### config.mk
export PLATFORM = sky130hd
export DESIGN_NAME = divide_inverse_flat
export DESIGN_NICKNAME = d
export VERILOG_FILES = /design/src/rtl/divide_inverse_pkg.sv /design/src/rtl/divide_inverse_if.sv /design/src/rtl/divide_inverse.sv /design/src/flat_wrapper.sv
export SDC_FILE = /design/constraint.sdc
export NUM_CORES = 1
export LEC_CHECK = 0
export ABC_AREA = 1
export BUFFER_PORTS_ARGS = -buffer_cell sky130_fd_sc_hd__buf_2
export CAP_MARGIN = 10
export CORE_UTILIZATION = 55
export DETAILED_ROUTE_END_ITERATION = 12
export PLACE_DENSITY = 0.76
export RECOVER_POWER = 25
export SETUP_SLACK_MARGIN = 0.5
export SLEW_MARGIN = 20
export SYNTH_ARGS = -nofsm -noshare
export SYNTH_HDL_FRONTEND = slang
export SYNTH_SLANG_ARGS = --single-unit
### constraint.sdc
create_clock -name clk -period 2.2 [get_ports clk]
set_input_delay 0.44 -clock clk [delete_from_list [all_inputs] [get_ports clk]]
set_output_delay 0.44 -clock clk [all_outputs]
set_load 0.01 [all_outputs]
### src/rtl/divide_inverse_pkg.sv
// Shared types and constants for the divide_inverse shift-add reconstructor.
package divide_inverse_pkg;

  typedef enum logic [1:0] {
    IDLE = 2'd0,
    RUN  = 2'd1,
    DONE = 2'd2
  } state_e;

  localparam int unsigned DEFAULT_W     = 8;
  localparam int unsigned DEFAULT_CNT_W = $clog2(DEFAULT_W);

  // Iteration counter width for a given operand width (never narrower than 1 bit).
  function automatic int unsigned cnt_width(input int unsigned w);
    return (w > 1) ? $clog2(w) : 1;
  endfunction

endpackage

### src/rtl/divide_inverse_if.sv
// Operand/result bundle between a requester and divide_inverse.
interface divide_inverse_if
  import divide_inverse_pkg::*;
#(
  parameter int unsigned W = DEFAULT_W
);

  logic           start;
  logic [W-1:0]   Q;
  logic [W-1:0]   B;
  logic [W-1:0]   R;
  logic           busy;
  logic           done;
  logic [2*W-1:0] P;
  logic           err;

  modport master (
    output start, Q, B, R,
    input  busy, done, P, err
  );

  modport slave (
    input  start, Q, B, R,
    output busy, done, P, err
  );

endinterface

### src/rtl/divide_inverse.sv
// divide_inverse: rebuilds a dividend P = Q*B + R, one multiplier bit per clock.
// Optional build macro: DIV_CHECK_EN flags triples a correct divider cannot emit
// (B == 0 or R >= B); when undefined err is tied low and no comparator exists.
module divide_inverse
  import divide_inverse_pkg::*;
#(
  parameter int unsigned W = DEFAULT_W
) (
  input  logic             clk,
  input  logic             reset,
  divide_inverse_if.slave  bus
);

  localparam int unsigned PW    = 2 * W;
  localparam int unsigned CNT_W = cnt_width(W);

  state_e           state_q;
  logic [PW-1:0]    acc_q;
  logic [PW-1:0]    mcand_q;
  logic [W-1:0]     mplier_q;
  logic [CNT_W-1:0] count_q;
  logic             busy_q;
  logic             done_q;
  logic [PW-1:0]    p_q;
  logic [PW-1:0]    acc_d;

  // Conditional accumulate; the carry-out cannot be set since Q*B+R < 2^(2W).
  always_comb begin
    acc_d = acc_q;
    if (mplier_q[0]) begin
      acc_d = acc_q + mcand_q;
    end
  end

`ifdef DIV_CHECK_EN
  logic err_next_q;
  logic err_q;
`endif

  // Control FSM and shift-add datapath with registered handshake outputs.
  always_ff @(posedge clk) begin
    if (reset) begin
      state_q  <= IDLE;
      acc_q    <= '0;
      mcand_q  <= '0;
      mplier_q <= '0;
      count_q  <= '0;
      busy_q   <= 1'b0;
      done_q   <= 1'b0;
      p_q      <= '0;
`ifdef DIV_CHECK_EN
      err_next_q <= 1'b0;
      err_q      <= 1'b0;
`endif
    end else begin
      case (state_q)
        IDLE: begin
          if (bus.start) begin
            acc_q    <= PW'(bus.R);
            mcand_q  <= PW'(bus.B);
            mplier_q <= bus.Q;
            count_q  <= '0;
            busy_q   <= 1'b1;
            state_q  <= RUN;
`ifdef DIV_CHECK_EN
            err_next_q <= (bus.B == '0) || (bus.R >= bus.B);
`endif
          end
        end
        RUN: begin
          acc_q    <= acc_d;
          mcand_q  <= mcand_q << 1;
          mplier_q <= mplier_q >> 1;
          count_q  <= count_q + CNT_W'(1);
          if (count_q == CNT_W'(W - 1)) begin
            p_q     <= acc_d;
            done_q  <= 1'b1;
            state_q <= DONE;
`ifdef DIV_CHECK_EN
            err_q <= err_next_q;
`endif
          end
        end
        DONE: begin
          done_q  <= 1'b0;
          busy_q  <= 1'b0;
          state_q <= IDLE;
        end
        default: begin
          state_q <= IDLE;
        end
      endcase
    end
  end

  assign bus.busy = busy_q;
  assign bus.done = done_q;
  assign bus.P    = p_q;
`ifdef DIV_CHECK_EN
  assign bus.err  = err_q;
`else
  assign bus.err  = 1'b0;
`endif

endmodule

### src/flat_wrapper.sv
// flat-port wrapper written by rule: the top's interface ports become plain ports
module divide_inverse_flat import divide_inverse_pkg::*;
#(
  parameter int unsigned W = DEFAULT_W
)
  (clk, reset, bus_start, bus_Q, bus_B, bus_R, bus_busy, bus_done, bus_P, bus_err);
  divide_inverse_if #(.W(W)) bus_i ();
  input  logic clk;
  input  logic reset;
  input wire logic [$bits(bus_i.start)-1:0] bus_start;
  input wire logic [$bits(bus_i.Q)-1:0] bus_Q;
  input wire logic [$bits(bus_i.B)-1:0] bus_B;
  input wire logic [$bits(bus_i.R)-1:0] bus_R;
  output wire logic [$bits(bus_i.busy)-1:0] bus_busy;
  output wire logic [$bits(bus_i.done)-1:0] bus_done;
  output wire logic [$bits(bus_i.P)-1:0] bus_P;
  output wire logic [$bits(bus_i.err)-1:0] bus_err;
  assign bus_i.start = bus_start;
  assign bus_i.Q = bus_Q;
  assign bus_i.B = bus_B;
  assign bus_i.R = bus_R;
  assign bus_busy = bus_i.busy;
  assign bus_done = bus_i.done;
  assign bus_P = bus_i.P;
  assign bus_err = bus_i.err;
  divide_inverse #(.W(W)) u_core (.clk(clk), .reset(reset), .bus(bus_i));
endmodule
==> results.yml, run 1 <==
routing:
  wl_per_cell_um: 13.62
  viasPerCell: 5.356
  first_pass_iters: 4
  vias: 3578
  drt_iter0_drc: 296
  drc: 0
  routed_wl_um: 9100
  ant_nets: 0
setup_path:
  cp.required_ns: 2.48
  critPathArrivalTime_ns: 2.08
  cpPeakStageDelay_ns: 0.37
  worst_setup_path_start_kind: "flop"
  critPathBufInv: 0
  cp-startpoint: "u_core.acc_q[0]$_SDFFE_PP0P_"
  r2r_cells: 10
  worstPathCellList: "ha_4 -> fa_2 -> nand2_2 -> nand2_2 -> nand3_2 -> nand2_4 -> xnor2_1 -> o21ai_2 -> nand2_1 -> a21oi_2"
  path_max_fanout: 3
  worstSetupEndpointType: "flop"
  rrSetupSlack_ns: 0.40
  slowest_stage: "fa_2"
  crit_path_end: "u_core.acc_q[6]$_SDFFE_PP0P_"
  worst-path-stages: 10
  critical_path_class: "reg2reg"
  regToRegEndpoint: "u_core.acc_q[6]$_SDFFE_PP0P_"
  r2r-start: "u_core.acc_q[0]$_SDFFE_PP0P_"
  crit_top_cell: "nand2_2"
  path_delay_family: "adder cells"
status:
  status: "finished, final reports clean"
timing:
  max_slew.worst_pin.slew_ns: 0.5758
  setup_ws_ns: 0.3991
  setup_violations: 0
  slew_headroom: 0.6157
  fin_tns_setup_ns: 0
  slew_violations: 0
  rsz0062_at_grt: "yes"
  period_needed_ns: 1.801
  finalCritPeriodShare: 0.8186
  fmax_mhz: 555.3
  whs_ns: 0.3385
  hold_viol: 0
  clock_skew_ns: 0.008898
synth:
  syn_area_per_cell_um2: 6.656
  syn_inst: 544
  syn-cell-area_um2: 3621
  synth-main-ff-cell: "dfxtp_1"
  ys_ff_latch: 63
  ys_types: 31
  synth-edff-count: 0
  postSynth.asyncResetShare: 0
  yosysTopAreaCellShare: 0.3483
  synthTopCellsByArea: "dfxtp_1 35%, nand2_1 18%, a21oi_1 7.0%"
  yosys_warnings: 0
  synth.net_count: 589
  ys_seq_area_frac: 0.3483
  synth_top_area_cell: "dfxtp_1"
global_route:
  grt_overflow: 0
  grt.total_usage: 0.2646
  grt_pass1_wl_um: 14860
  top_usage_layer: "met2"
  grt_use_met1: 0.3467
  grt_pass1_vias: 3342
  grt_util_met2: 0.4300
  use_met3: 0.06064
  antenna_found_initial: 0
  grt_max_degree: 44
floorplanning:
  die_width_um: 83.14
  core_area_um2: 6350
  die_area_um2: 6912
  io_pins: 46
  die_h_um: 83.14
  row_count: 29
  start_util: 0.5702
cts:
  clockRootBuffer: "clkbuf_8"
  cts_max_level: 3
  clk_path_buf_depth: 2
  clk_pin_slew_ns: 0.07
  clock-sinks: 63
  cts_buffers: 9
  insertion_delay_ns: 0.35
  cts_tree: "built"
layout:
  syn2layout_area_growth_pct: 21.60
  n_antenna_cell: 0
  final_core_util: 0.6934
  seqCellArea_um2: 1301
  fillers: 518
  fin_nets: 632
  fin_area_um2: 4403
  final_cell_mix: "149 x nand2_1, 63 x inv_1, 46 x a21oi_1, 41 x dfxtp_1, 38 x nor2_1"
  multiInputGateArea_um2: 2301
  layout_commonest_cell: "nand2_1"
  drive_gt1_frac: 0.2521
pwr:
  worst_ir_drop_vdd_uv: 438.8
  p_per_area_nw_per_um2: 598.0
  p_leak_nw: 1.942
placement:
  io_buffer_count: 44
  dpl-instance-area_um2: 3861
  dp_slack_ns: 0.3781
  place.gp.congestion: 0.8980
  post-dp-hpwl_um: 5986
flow_run:
  cap_violations: 0
hold_path:
  hp-class: "in2reg"
  worstHoldPathCells: 3
sequential cells by signal, summed over array words and instances (netlist names):
| signal | count |
|---|---|
| u_core.acc_q | 16 |
| u_core.bus.P | 16 |
| u_core.bus.busy | 1 |
| u_core.bus.done | 1 |
| u_core.count_q | 3 |
| u_core.mcand_q | 16 |
| u_core.mplier_q | 8 |
| u_core.state_q | 2 |
layout make-up:
class                           count  share of cell area
Sequential cell                    63              0.2955
Tap cell                           77             0.02188
Clock inverter                      3            0.004831
Clock buffer                       12             0.03069
Multi-Input combinational cell    392              0.5226
Inverter                           66             0.05627
Timing Repair Buffer               55             0.06820
cells by family (layout without fill, tap and decap cells):
group	after synthesis	after routing	synth area share
buffers and inverters	89	136	0.1061
adders and majority gates	18	18	0.06427
xor gates and xnor gates	6	6	0.01451
muxes	1	1	0.002764
AOI/OAI and AO/OA	107	107	0.1596
other	1	1	0.001036
and+or+nand+nor	259	259	0.3034
DFF	63	63	0.3483
stage by stage:
| stage | power [W] | cells |
|---|---|---|
| detailed placement | 0.001690 | 648 |
| finish | 0.002633 | 668 |
| CTS | 0.002590 | 665 |
| global route | 0.002760 | 668 |
| floorplan | 0.001580 | 544 |
| global placement | 0.001680 | 648 |
layer usage:
| metal | up-vias | wire length [um] |
|---|---|---|
| met4 | 0 | 95 |
| li1 | 1809 | - |
| met3 | 7 | 603 |
| met5 | - | 0 |
| met1 | 1667 | 4042 |
| met2 | 95 | 4358 |
repair_timing:
action,CTS,global route
pin swaps,13,21
hold buffers,0,0
endpoints found under the hold margin,0,0
setup buffers,2,3
endpoints found under the setup margin,20,31
resized for setup,31,63
worst min-delay path by stage:
stage	startpoint	endpoint
5_1_grt	bus_Q[7]	u_core.mplier_q[7]$_SDFFE_PP0P_
2_1_floorplan	u_core.count_q[0]$_SDFFE_PP0P_	u_core.count_q[0]$_SDFFE_PP0P_
6_report	bus_R[2]	u_core.acc_q[2]$_SDFFE_PP0P_
3_5_place_dp	u_core.mplier_q[2]$_SDFFE_PP0P_	u_core.mplier_q[2]$_SDFFE_PP0P_
3_3_place_gp	u_core.mplier_q[3]$_SDFFE_PP0P_	u_core.mplier_q[3]$_SDFFE_PP0P_
4_1_cts	bus_R[2]	u_core.acc_q[2]$_SDFFE_PP0P_
cell usage after synthesis, types with 2 or more instances:
cell and instances:
o21ai_0 29, or2_2 9, and2_1 2, clkbuf_1 10
xnor2_1 6, a21oi_1 51, a31oi_1 3, nor2_1 43
nor2_8 2, nor2_4 3, o21bai_1 3, buf_6 5
o21a_1 6, nand3_1 28, ha_1 17, nand2_1 170
buf_2 6, inv_1 60, o21ai_1 7, o22ai_1 4
a21o_1 3, inv_2 6, dfxtp_1 63
where the power goes:
part	leakage (nW)	switching (W)	total [W]	internal (W)
Sequential	0.523	0.0000533	0.00125	0.00119
Combinational	1.34	0.000310	0.000528	0.000217
Clock	0.0764	0.000454	0.000857	0.000403
worst register-to-register path, stage by stage, from the launching register on:
cell	delay, ns
dfxtp_2	0.34
ha_4	0.16
fa_2	0.37
nand2_2	0.11
nand2_2	0.06
nand3_2	0.08
nand2_4	0.06
xnor2_1	0.14
o21ai_2	0.21
nand2_1	0.09
a21oi_2	0.11
(Power assumes the default switching activity.)
==> run 2, diff against run 1 <==
- clock period: 2.2 -> 1.7 ns (I/O delays scaled with it)
==> run 2 against run 1 <==
Against the previous run: clock-buffer cell count decreased by 2; the flow now finishes with violations (negative setup slack); highest routed layer unchanged; largest power group unchanged; critical path type unchanged; critical endpoint is now u_core.bus.P[11]$_SDFFE_PP0P_; sequential cell count unchanged; core utilization increased by 25 points.
==> results.yml, run 2 (synthesis results as in run 1) <==
cts:
  clockRootBuffer: "clkbuf_8"
  insertion_delay_ns: 0.38
  clk_pin_slew_ns: 0.09
  cts_buffers: 9
  clk_path_buf_depth: 2
  cts_tree: "built"
  clock-sinks: 63
  cts_max_level: 3
floorplanning:
  row_count: 29
  die_width_um: 83.14
  start_util: 0.5702
  core_area_um2: 6350
  io_pins: 46
  die_area_um2: 6912
  die_h_um: 83.14
layout:
  stdcell_count: 724
  final_cell_mix: "107 x nand2_1, 57 x inv_1, 43 x nand2_2, 40 x buf_2, 31 x buf_4"
  fin_nets: 688
  fin_area_um2: 5986
  syn2layout_area_growth_pct: 65.31
  drive_gt1_frac: 0.5363
  n_antenna_cell: 0
  layout_commonest_cell: "nand2_1"
status:
  violations: "negative setup slack"
  status: "complete, but fails checks"
timing:
  slew_violations: 0
  clock_skew_ns: 0.02086
  finalCritPeriodShare: 1.215
  fmax_mhz: 484.1
  max_slew.worst_pin.slew_ns: 0.7575
  rsz0062_at_grt: "yes"
  period_needed_ns: 2.066
  slew_headroom: 0.4944
  setup_ws_ns: -0.3656
  setup_violations: 26
  whs_ns: 0.2507
  hold_viol: 0
pwr:
  worst_ir_drop_vdd_uv: 1268
  p_leak_nw: 2.704
  p_per_area_nw_per_um2: 767.6
setup_path:
  critical_path_class: "reg2reg"
  r2r_cells: 13
  rrSetupSlack_ns: -0.37
  worst_setup_path_start_kind: "flop"
  regToRegEndpoint: "u_core.bus.P[11]$_SDFFE_PP0P_"
  worstSetupEndpointType: "flop"
  cp.required_ns: 2.01
  r2r-start: "u_core.acc_q[6]$_SDFFE_PP0P_"
  critPathArrivalTime_ns: 2.37
  path_max_fanout: 4
global_route:
  antenna_found_initial: 0
  grt_max_degree: 44
  grt_pass1_wl_um: 18980
  grt_pass1_vias: 3850
  grt_overflow: 0
  grt.total_usage: 0.3508
hold_path:
  hp-class: "in2reg"
  min_to: "u_core.acc_q[2]$_SDFFE_PP0P_"
  hold_path.startpoint: "bus_R[2]"
  worstHoldPathCells: 3
routing:
  first_pass_iters: 11
  vias: 5028
  drc: 0
  ant_nets: 0
  routed_wl_um: 19250
  viasPerCell: 6.945
  drt_iter0_drc: 811
  wl_per_cell_um: 26.59
placement:
  place.gp.congestion: 0.8885
  io_buffer_count: 44
  dpl-instance-area_um2: 4121
  post-dp-hpwl_um: 6311
  placed_cells: 651
flow_run:
  cap_violations: 0
run 2: layer usage:
layer / wire [um] / global-route usage / part of all wire / vias up
li1: - / - / - / 1935
met1: 6585 / 0.4329 / 0.34 / 2286
met2: 8174 / 0.5768 / 0.42 / 572
met3: 2693 / 0.06859 / 0.14 / 235
met4: 1798 / 0.1881 / 0.093 / 0
met5: 0 / 0 / 0 / -
run 2: worst max path at each step:
stage                                   startpoint                            end  slack, ns
finish                u_core.acc_q[6]$_SDFFE_PP0P_  u_core.bus.P[11]$_SDFFE_PP0P_      -0.37
global route        u_core.mcand_q[3]$_SDFFE_PP0P_  u_core.bus.P[11]$_SDFFE_PP0P_      -0.41
global placement    u_core.mcand_q[0]$_SDFFE_PP0P_   u_core.bus.P[8]$_SDFFE_PP0P_       0.02
detailed placement  u_core.mcand_q[0]$_SDFFE_PP0P_  u_core.bus.P[14]$_SDFFE_PP0P_      -0.03
CTS                   u_core.acc_q[0]$_SDFFE_PP0P_   u_core.acc_q[6]$_SDFFE_PP0P_      -0.04
floorplan           u_core.mcand_q[0]$_SDFFE_PP0P_  u_core.bus.P[10]$_SDFFE_PP0P_       0.09
run 2: where the power goes:
group	total (W)	internal, W	switching, W
logic	0.00147	0.000680	0.000794
clock network	0.00148	0.000811	0.000666
registers	0.00164	0.00154	0.000106
run 2: cell type report:
| cell class | instances | area [um2] |
|---|---|---|
| multi-input combinational | 392 | 2944 |
| sequential | 63 | 1343 |
| timing repair buffer | 110 | 1124 |
| fill | 187 | 364.1 |
| inverter | 66 | 270.3 |
| clock buffer | 10 | 127.6 |
| tap | 77 | 96.34 |
| clock inverter | 5 | 75.07 |
| timing repair inverter | 1 | 6.256 |
run 2: stage by stage:
step	TNS, ns	setup WS [ns]	utilization	total power (W)
floorplan	0	0.08892	-	0.002117
global placement	0	0.01533	0.6491	0.002256
detailed placement	-0.1459	-0.03454	0.6491	0.002273
CTS	-0.2180	-0.04222	0.8059	0.004026
global route	-5.705	-0.4135	0.9427	0.004638
finish	-5.043	-0.3656	0.9427	0.004595
run 2: what timing repair did:
action | in CTS | in global routing
endpoints found under the setup margin | 59 | 64
pin swaps | 26 | 48
buffers inserted | 24 | 21
resized for setup | 102 | 174
gates cloned | 10 | 3
hold buffers | 0 | 0
run 2: worst max-delay path: stages, from the launching register on:
cell and delay (ns):
dfxtp_4 0.38, ha_4 0.31, nand2_4 0.08, nor2_1 0.14
nand3_1 0.12, nand2_2 0.18, nand2_1 0.14, nand2_1 0.12
nand2_1 0.06, nand3_1 0.11, nand2_2 0.10, nand2_1 0.09
nand2_1 0.09, inv_1 0.08
